$ cat src/rtl/if_fetch_stage.sv
// Instruction-fetch stage: owns the PC, handshakes with imem and feeds the IF/ID register.
// A one-entry skid buffer catches a fetch that lands during a stall. IF_PERF_CNT_EN adds perf counters.
module if_fetch_stage #(
  parameter logic [31:0] RESET_PC = 32'h0000_0000
) (
  input  logic        clk,
  input  logic        rst,
  input  logic        stall,
  input  logic        redirect,
  input  logic [31:0] redirect_pc,
  output logic        imem_req,
  output logic [31:0] imem_addr,
  input  logic        imem_ack,
  input  logic [31:0] imem_rdata,
  output logic [31:0] if_pc,
  output logic [31:0] if_ins,
  output logic        if_valid
`ifdef IF_PERF_CNT_EN
  ,
  output logic [31:0] perf_fetch_cnt,
  output logic [31:0] perf_stall_cnt
`endif
);

  typedef enum logic {FETCH, BUFFERED} state_t;

  typedef struct packed {
    logic [31:0] pc;
    logic [31:0] ins;
  } fetch_t;

  state_t      state, state_n;
  // PC is kept as a word address so alignment and the 2^32 wrap come for free
  logic [29:0] pc_w, pc_w_n;
  logic [31:0] cur_pc;
  fetch_t      out_q, out_n;
  fetch_t      buf_q, buf_n;
  logic        vld_q, vld_n;
  logic        ack_ok;
  logic        unused_redirect_lsb;

  assign unused_redirect_lsb = ^redirect_pc[1:0];

  assign cur_pc    = {pc_w, 2'b00};
  assign imem_req  = (state == FETCH) && !rst;
  assign imem_addr = cur_pc;
  assign ack_ok    = imem_req && imem_ack;

  assign if_pc    = out_q.pc;
  assign if_ins   = out_q.ins;
  assign if_valid = vld_q;

  always_comb begin
    state_n = state;
    pc_w_n  = pc_w;
    out_n   = out_q;
    buf_n   = buf_q;
    vld_n   = vld_q;
    if (redirect) begin
      // Redirect wins over stall: the bubble is written even while stalled
      pc_w_n    = redirect_pc[31:2];
      out_n.ins = '0;
      vld_n     = 1'b0;
      state_n   = FETCH;
    end else begin
      unique case (state)
        FETCH: begin
          if (!stall) begin
            if (ack_ok) begin
              out_n  = '{pc: cur_pc, ins: imem_rdata};
              vld_n  = 1'b1;
              pc_w_n = pc_w + 30'd1;
            end else begin
              out_n.ins = '0;
              vld_n     = 1'b0;
            end
          end else if (ack_ok) begin
            buf_n   = '{pc: cur_pc, ins: imem_rdata};
            pc_w_n  = pc_w + 30'd1;
            state_n = BUFFERED;
          end
        end
        BUFFERED: begin
          if (!stall) begin
            out_n   = buf_q;
            vld_n   = 1'b1;
            state_n = FETCH;
          end
        end
        default: state_n = FETCH;
      endcase
    end
  end

  always_ff @(posedge clk or posedge rst) begin
    if (rst) begin
      state <= FETCH;
      pc_w  <= RESET_PC[31:2];
      out_q <= '0;
      buf_q <= '0;
      vld_q <= 1'b0;
    end else begin
      state <= state_n;
      pc_w  <= pc_w_n;
      out_q <= out_n;
      buf_q <= buf_n;
      vld_q <= vld_n;
    end
  end

`ifdef IF_PERF_CNT_EN
  always_ff @(posedge clk or posedge rst) begin
    if (rst) begin
      perf_fetch_cnt <= '0;
      perf_stall_cnt <= '0;
    end else begin
      if (ack_ok && !redirect) perf_fetch_cnt <= perf_fetch_cnt + 32'd1;
      if (stall)               perf_stall_cnt <= perf_stall_cnt + 32'd1;
    end
  end
`endif

endmodule

$ cat config.mk
export PLATFORM = sky130hd
export DESIGN_NAME = if_fetch_stage
export DESIGN_NICKNAME = d
export VERILOG_FILES = /design/src/rtl/if_fetch_stage.sv
export SDC_FILE = /design/constraint.sdc
export NUM_CORES = 1
export LEC_CHECK = 0
export CAP_MARGIN = 20
export CORE_MARGIN = 1.5
export CORE_UTILIZATION = 41
export DETAILED_ROUTE_END_ITERATION = 7
export GPL_ROUTABILITY_DRIVEN = 0
export GPL_TIMING_DRIVEN = 0
export PLACE_DENSITY_LB_ADDON = 0.1
export SYNTH_ARGS = -nofsm -noshare
export SYNTH_HDL_FRONTEND = slang
export SYNTH_SLANG_ARGS = --single-unit
$ cat constraint.sdc
create_clock -name clk -period 12.3 [get_ports clk]
set_input_delay 2.46 -clock clk [delete_from_list [all_inputs] [get_ports clk]]
set_output_delay 2.46 -clock clk [all_outputs]
set_load 0.05 [all_outputs]
# After elaboration in Yosys (flattened, before gate mapping)
# Cells that the tools add are included.
[totals] out_inout_bits=98 ff_bits=158 inputBits=69
[classes] reduce_logical=8 mux=18 eq_ne=6 bitwise=2 addsub=1
[op_table] operator="$mux W64" count=2
[op_table] operator="$pmux W64 S2" count=1
[op_table] operator="$mux W32" count=3
[op_table] operator="$mux W30" count=3
[op_table] operator="$add A30 B1 Y30 const B" count=1
[op_table] operator="$ne A2 B2 Y1 const B" count=4
[op_table] operator="$reduce_and A4 Y1" count=2
[op_table] operator="$mux W1" count=7
[op_table] operator="$ne A3 B3 Y1 const B" count=2
[op_table] operator="$pmux W1 S2" count=2
[op_table] operator="$reduce_and A2 Y1" count=2
[op_table] operator="$logic_and A1 B1 Y1" count=2
[op_table] operator="$not A1 Y1" count=2
[op_table] operator="$reduce_bool A2 Y1" count=1
[op_table] operator="$logic_not A1 Y1" count=1

# Logic depth before layout (Yosys ltp)
[logic_depth] ltp_word=7 mapped_depth=6 ltp_nobuf=5

# Worst setup path after synthesis
# Ideal clock, no wire load.
[synth_timing] kind="input-to-output" start="in rst" end="out imem_req" path_buffers=0 t_arrival_ns=3.105 setup_slack_ns=6.735 cell_stages=1 cell_sequence="nor2_1"
[synth_between] elab_chain_cells=2
[synth_rtl] item="from (decl)" line="7" rtl="input logic rst,"
[synth_rtl] item="$logic_not A1 Y1 (no line)"
[synth_rtl] item="$logic_and A1 B1 Y1" line="45" rtl="assign imem_req = (state == FETCH) && !rst;"
[synth_rtl] item="to (decl)" line="11" rtl="output logic imem_req,"
# Every way passes these cells.

# Worst setup path in the final report
# Ends and elaborated chain as after synthesis.

==> PnR_summary.wiki <==
{| class="wikitable"
! Metric !! Value
|-
| Global-route total usage across every layer || 21.4%
|-
| Most common cell after layout, fill and taps aside || sky130_fd_sc_hd__clkdlybuf4s50_1
|-
| Post-synth design cell area || 0.00709 mm2
|-
| Number of buffers inserted during clock tree synthesis || 17
|-
| Vias in the first global route || 5739
|-
| Classification of the worst-slack hold path || reg2reg
|-
| Unrepaired setup endpoints after global routing || no
|-
| Data required time of the critical path || 9.84 ns
|-
| Net count of the finished layout || 879
|-
| Part of the total power dissipated in the clock network || 33.7%
|-
| P&R area growth vs syn || 35.6%
|-
| Synthesized area divided by synthesized cell count || 11.3 um2
|-
| DP Cell Count || 1010
|-
| Wire length after detailed routing || 18.8 mm
|-
| Part of the power in registers || 41.3%
|-
| Antenna diode count || 0
|-
| Status || finished clean
|-
| Residual antenna-violating net count after detailed routing || 0
|-
| Largest net degree at the start of global routing || 95
|-
| Power spent charging and discharging nets || 499 uW
|-
| Kind of capture point of the worst setup path || output port
|-
| Vias || 5669
|-
| Power share of the combinational group || 25.0%
|-
| Final hold vios || 0
|-
| Worst endpoint data arrival time || 3.97 ns
|-
| Hold buffer count at CTS || 0
|-
| Register clock-pin slew on the reported worst setup and hold paths || 0.05 ns
|-
| Critical Path Start Type || input port
|-
| Critical path class || in2out
|-
| Max Clk Rate || 0.156 GHz
|-
| Root Driver || sky130_fd_sc_hd__clkbuf_16
|-
| Synth unique cells || 35
|-
| Max Root-Sink Buffers || 2
|-
| Total Negative Setup Slacks || 0 ns
|-
| Post-route non-filler standard cell count || 1041
|-
| Utilization after layout || 57.4%
|-
| Horizontal extent of the die || 135 um
|-
| DRC marker count from the first detailed-route iteration || 272
|-
| Min cycle time layout || 6.43 ns
|-
| Placeable Area || 0.0168 mm2
|-
| Number of cell rows || 47
|-
| Die Area || 0.0181 mm2
|-
| Maximum fanout along the worst path || 4
|-
| Vert. Die Dim || 135 um
|-
| Fraction of power spent switching nets || 31.2%
|-
| Post-synthesis cell type with the largest combined area || sky130_fd_sc_hd__dfrtp_1
|-
| Resized Gates After CTS || 0
|-
| Number of buffers added on ports || 159
|-
| Commonest non-fill, non-tap cells in the layout || sky130_fd_sc_hd__clkdlybuf4s50_1, sky130_fd_sc_hd__dfrtp_1, sky130_fd_sc_hd__mux2_2
|-
| Power density cells || 166 mW/mm2
|-
| Count of yosys warnings during synthesis || 0
|-
| Fraction of layout instances using a drive strength above 1 || 15.1%
|-
| Number of levels in the clock H-tree || 4
|-
| Clk_skew || 0.00566 ns
|-
| Placement-stage cell area || 0.00900 mm2
|-
| Finish-stage setup viols || 0
|-
| Final count of pins violating max slew || 0
|-
| Initial Utilization || 42.3%
|-
| Number of synthesized register bits || 156
|-
| Via-per-instance ratio || 5.45
|-
| Number of iterations in the first detailed-routing pass || 4
|-
| Largest cells by area after synthesis || sky130_fd_sc_hd__dfrtp_1, sky130_fd_sc_hd__mux2_2, sky130_fd_sc_hd__mux2i_1
|-
| Max-Cap Viols || 0
|-
| Postcts setup bufs || 0
|-
| Wire length of the first global-routing pass || 30.2 mm
|-
| Total global routing overflow || 0
|-
| Yosys top cell area share || 55.1%
|-
| Pre-CTS setup slack || 5.84 ns
|-
| Final instance area || 0.00962 mm2
|-
| Number of sinks handled by clock tree synthesis || 156
|-
| Peak VDD IR || 94.6 uV
|-
| Register area share after synthesis || 55.1%
|-
| Worst slew slack as a fraction of its limit || 51.8%
|-
| Post-detailed-route wirelength per cell || 18.0 um
|-
| Post-detailed-placement half-perimeter wirelength || 13.3 mm
|-
| Clock latency reported for the late side of the worst-skew pair || 0.42 ns
|-
| Total DRC errors in the routed layout || 0
|-
| Final Cycle Share || 52.3%
|-
| Worst Hold Slack || 0.478 ns
|-
| Initial antenna violation count || 0
|-
| Leakage power total || 3.95 nW
|-
| Min setup slack post-route || 5.87 ns
|-
| Slew at the pin closest to its max-slew limit || 0.718 ns
|-
| Internal power summed over all cells || 1.10 mW
|-
| CTS tree || yes
|-
| # IOs || 167
|-
| Power Total || 1.60 mW
|-
| Syn Inst Count || 627
|}
==> worst max-delay path, stage by stage <==
cell	delay, ns
sky130_fd_sc_hd__clkdlybuf4s50_1	0.54
sky130_fd_sc_hd__nor2_1	0.15
sky130_fd_sc_hd__clkdlybuf4s50_1	0.81
==> worst paths after layout <==
path                                 from         to  slack [ns]  cells past startpoint
worst min register to register  if_pc[20]  if_pc[20]        0.48                      2
max in group asynchronous             rst  if_pc[30]        8.80                      3
min in group asynchronous             rst  buf_q[38]        2.61                      2
worst max-delay path                  rst   imem_req        5.87                      3
worst max register to register      state  buf_q[38]       10.05                      5
worst min-delay path            if_pc[20]  if_pc[20]        0.48                      2
==> cell families after synthesis <==
kind of cell             share of synthesized area, %
AND/OR/NAND/NOR                                  15.3
flip-flops                                       55.1
AO/OA/AOI/OAI                                    10.1
multiplexers                                     14.4
buffers and inverters                            3.69
XOR/XNOR                                         1.24
adder cells (fa/ha/maj)                         0.176
other                                          0.0529
==> cell usage after synthesis, drive strengths merged <==
library cell,n
o21ai,47
or4,14
and4bb,1
ha,1
nand3,10
clkbuf,31
and2,3
o211ai,4
nor2b,32
nor3,32
nand2,57
inv,3
a221oi,32
xor2,8
mux2i,31
nor2,19
xnor2,2
a31oi,15
and4,3
mux2,63
dfrtp,156
nand4,16
conb,1
buf,23
and3,7
nor3b,1
or3,5
o31ai,10
==> flip-flops by register name, indices dropped and copies added, names as in the netlist <==
signal	count
if_pc	30
state	1
pc_w	30
if_valid	1
buf_q	62
if_ins	32
==> final cells by class <==
cell class | count | area [um2]
fill | 1405 | 7140
sequential | 156 | 3900
multi-input combinational | 417 | 2940
timing repair buffer | 160 | 1620
clock buffer | 26 | 539
tap | 220 | 275
buffer | 54 | 250
clock inverter | 5 | 77.6
inverter | 3 | 16.3
==> routing by layer <==
layer,wire (um),vias to the layer above,track usage [%]
met3,1180,24,5.78
met2,9390,151,36.5
li1,-,2642,-
met4,288,0,6.93
met1,7910,2852,26.4
met5,0,-,0
==> power by group through the flow <==
stage	logic, mW	registers [mW]	clock network [mW]
2_1_floorplan	0.129	0.794	0
3_3_place_gp	0.396	0.666	0
3_5_place_dp	0.403	0.670	0
4_1_cts	0.405	0.662	0.549
5_1_grt	0.426	0.673	0.574
6_report	0.400	0.661	0.540
Note: power is estimated with default switching activity, not from simulation.
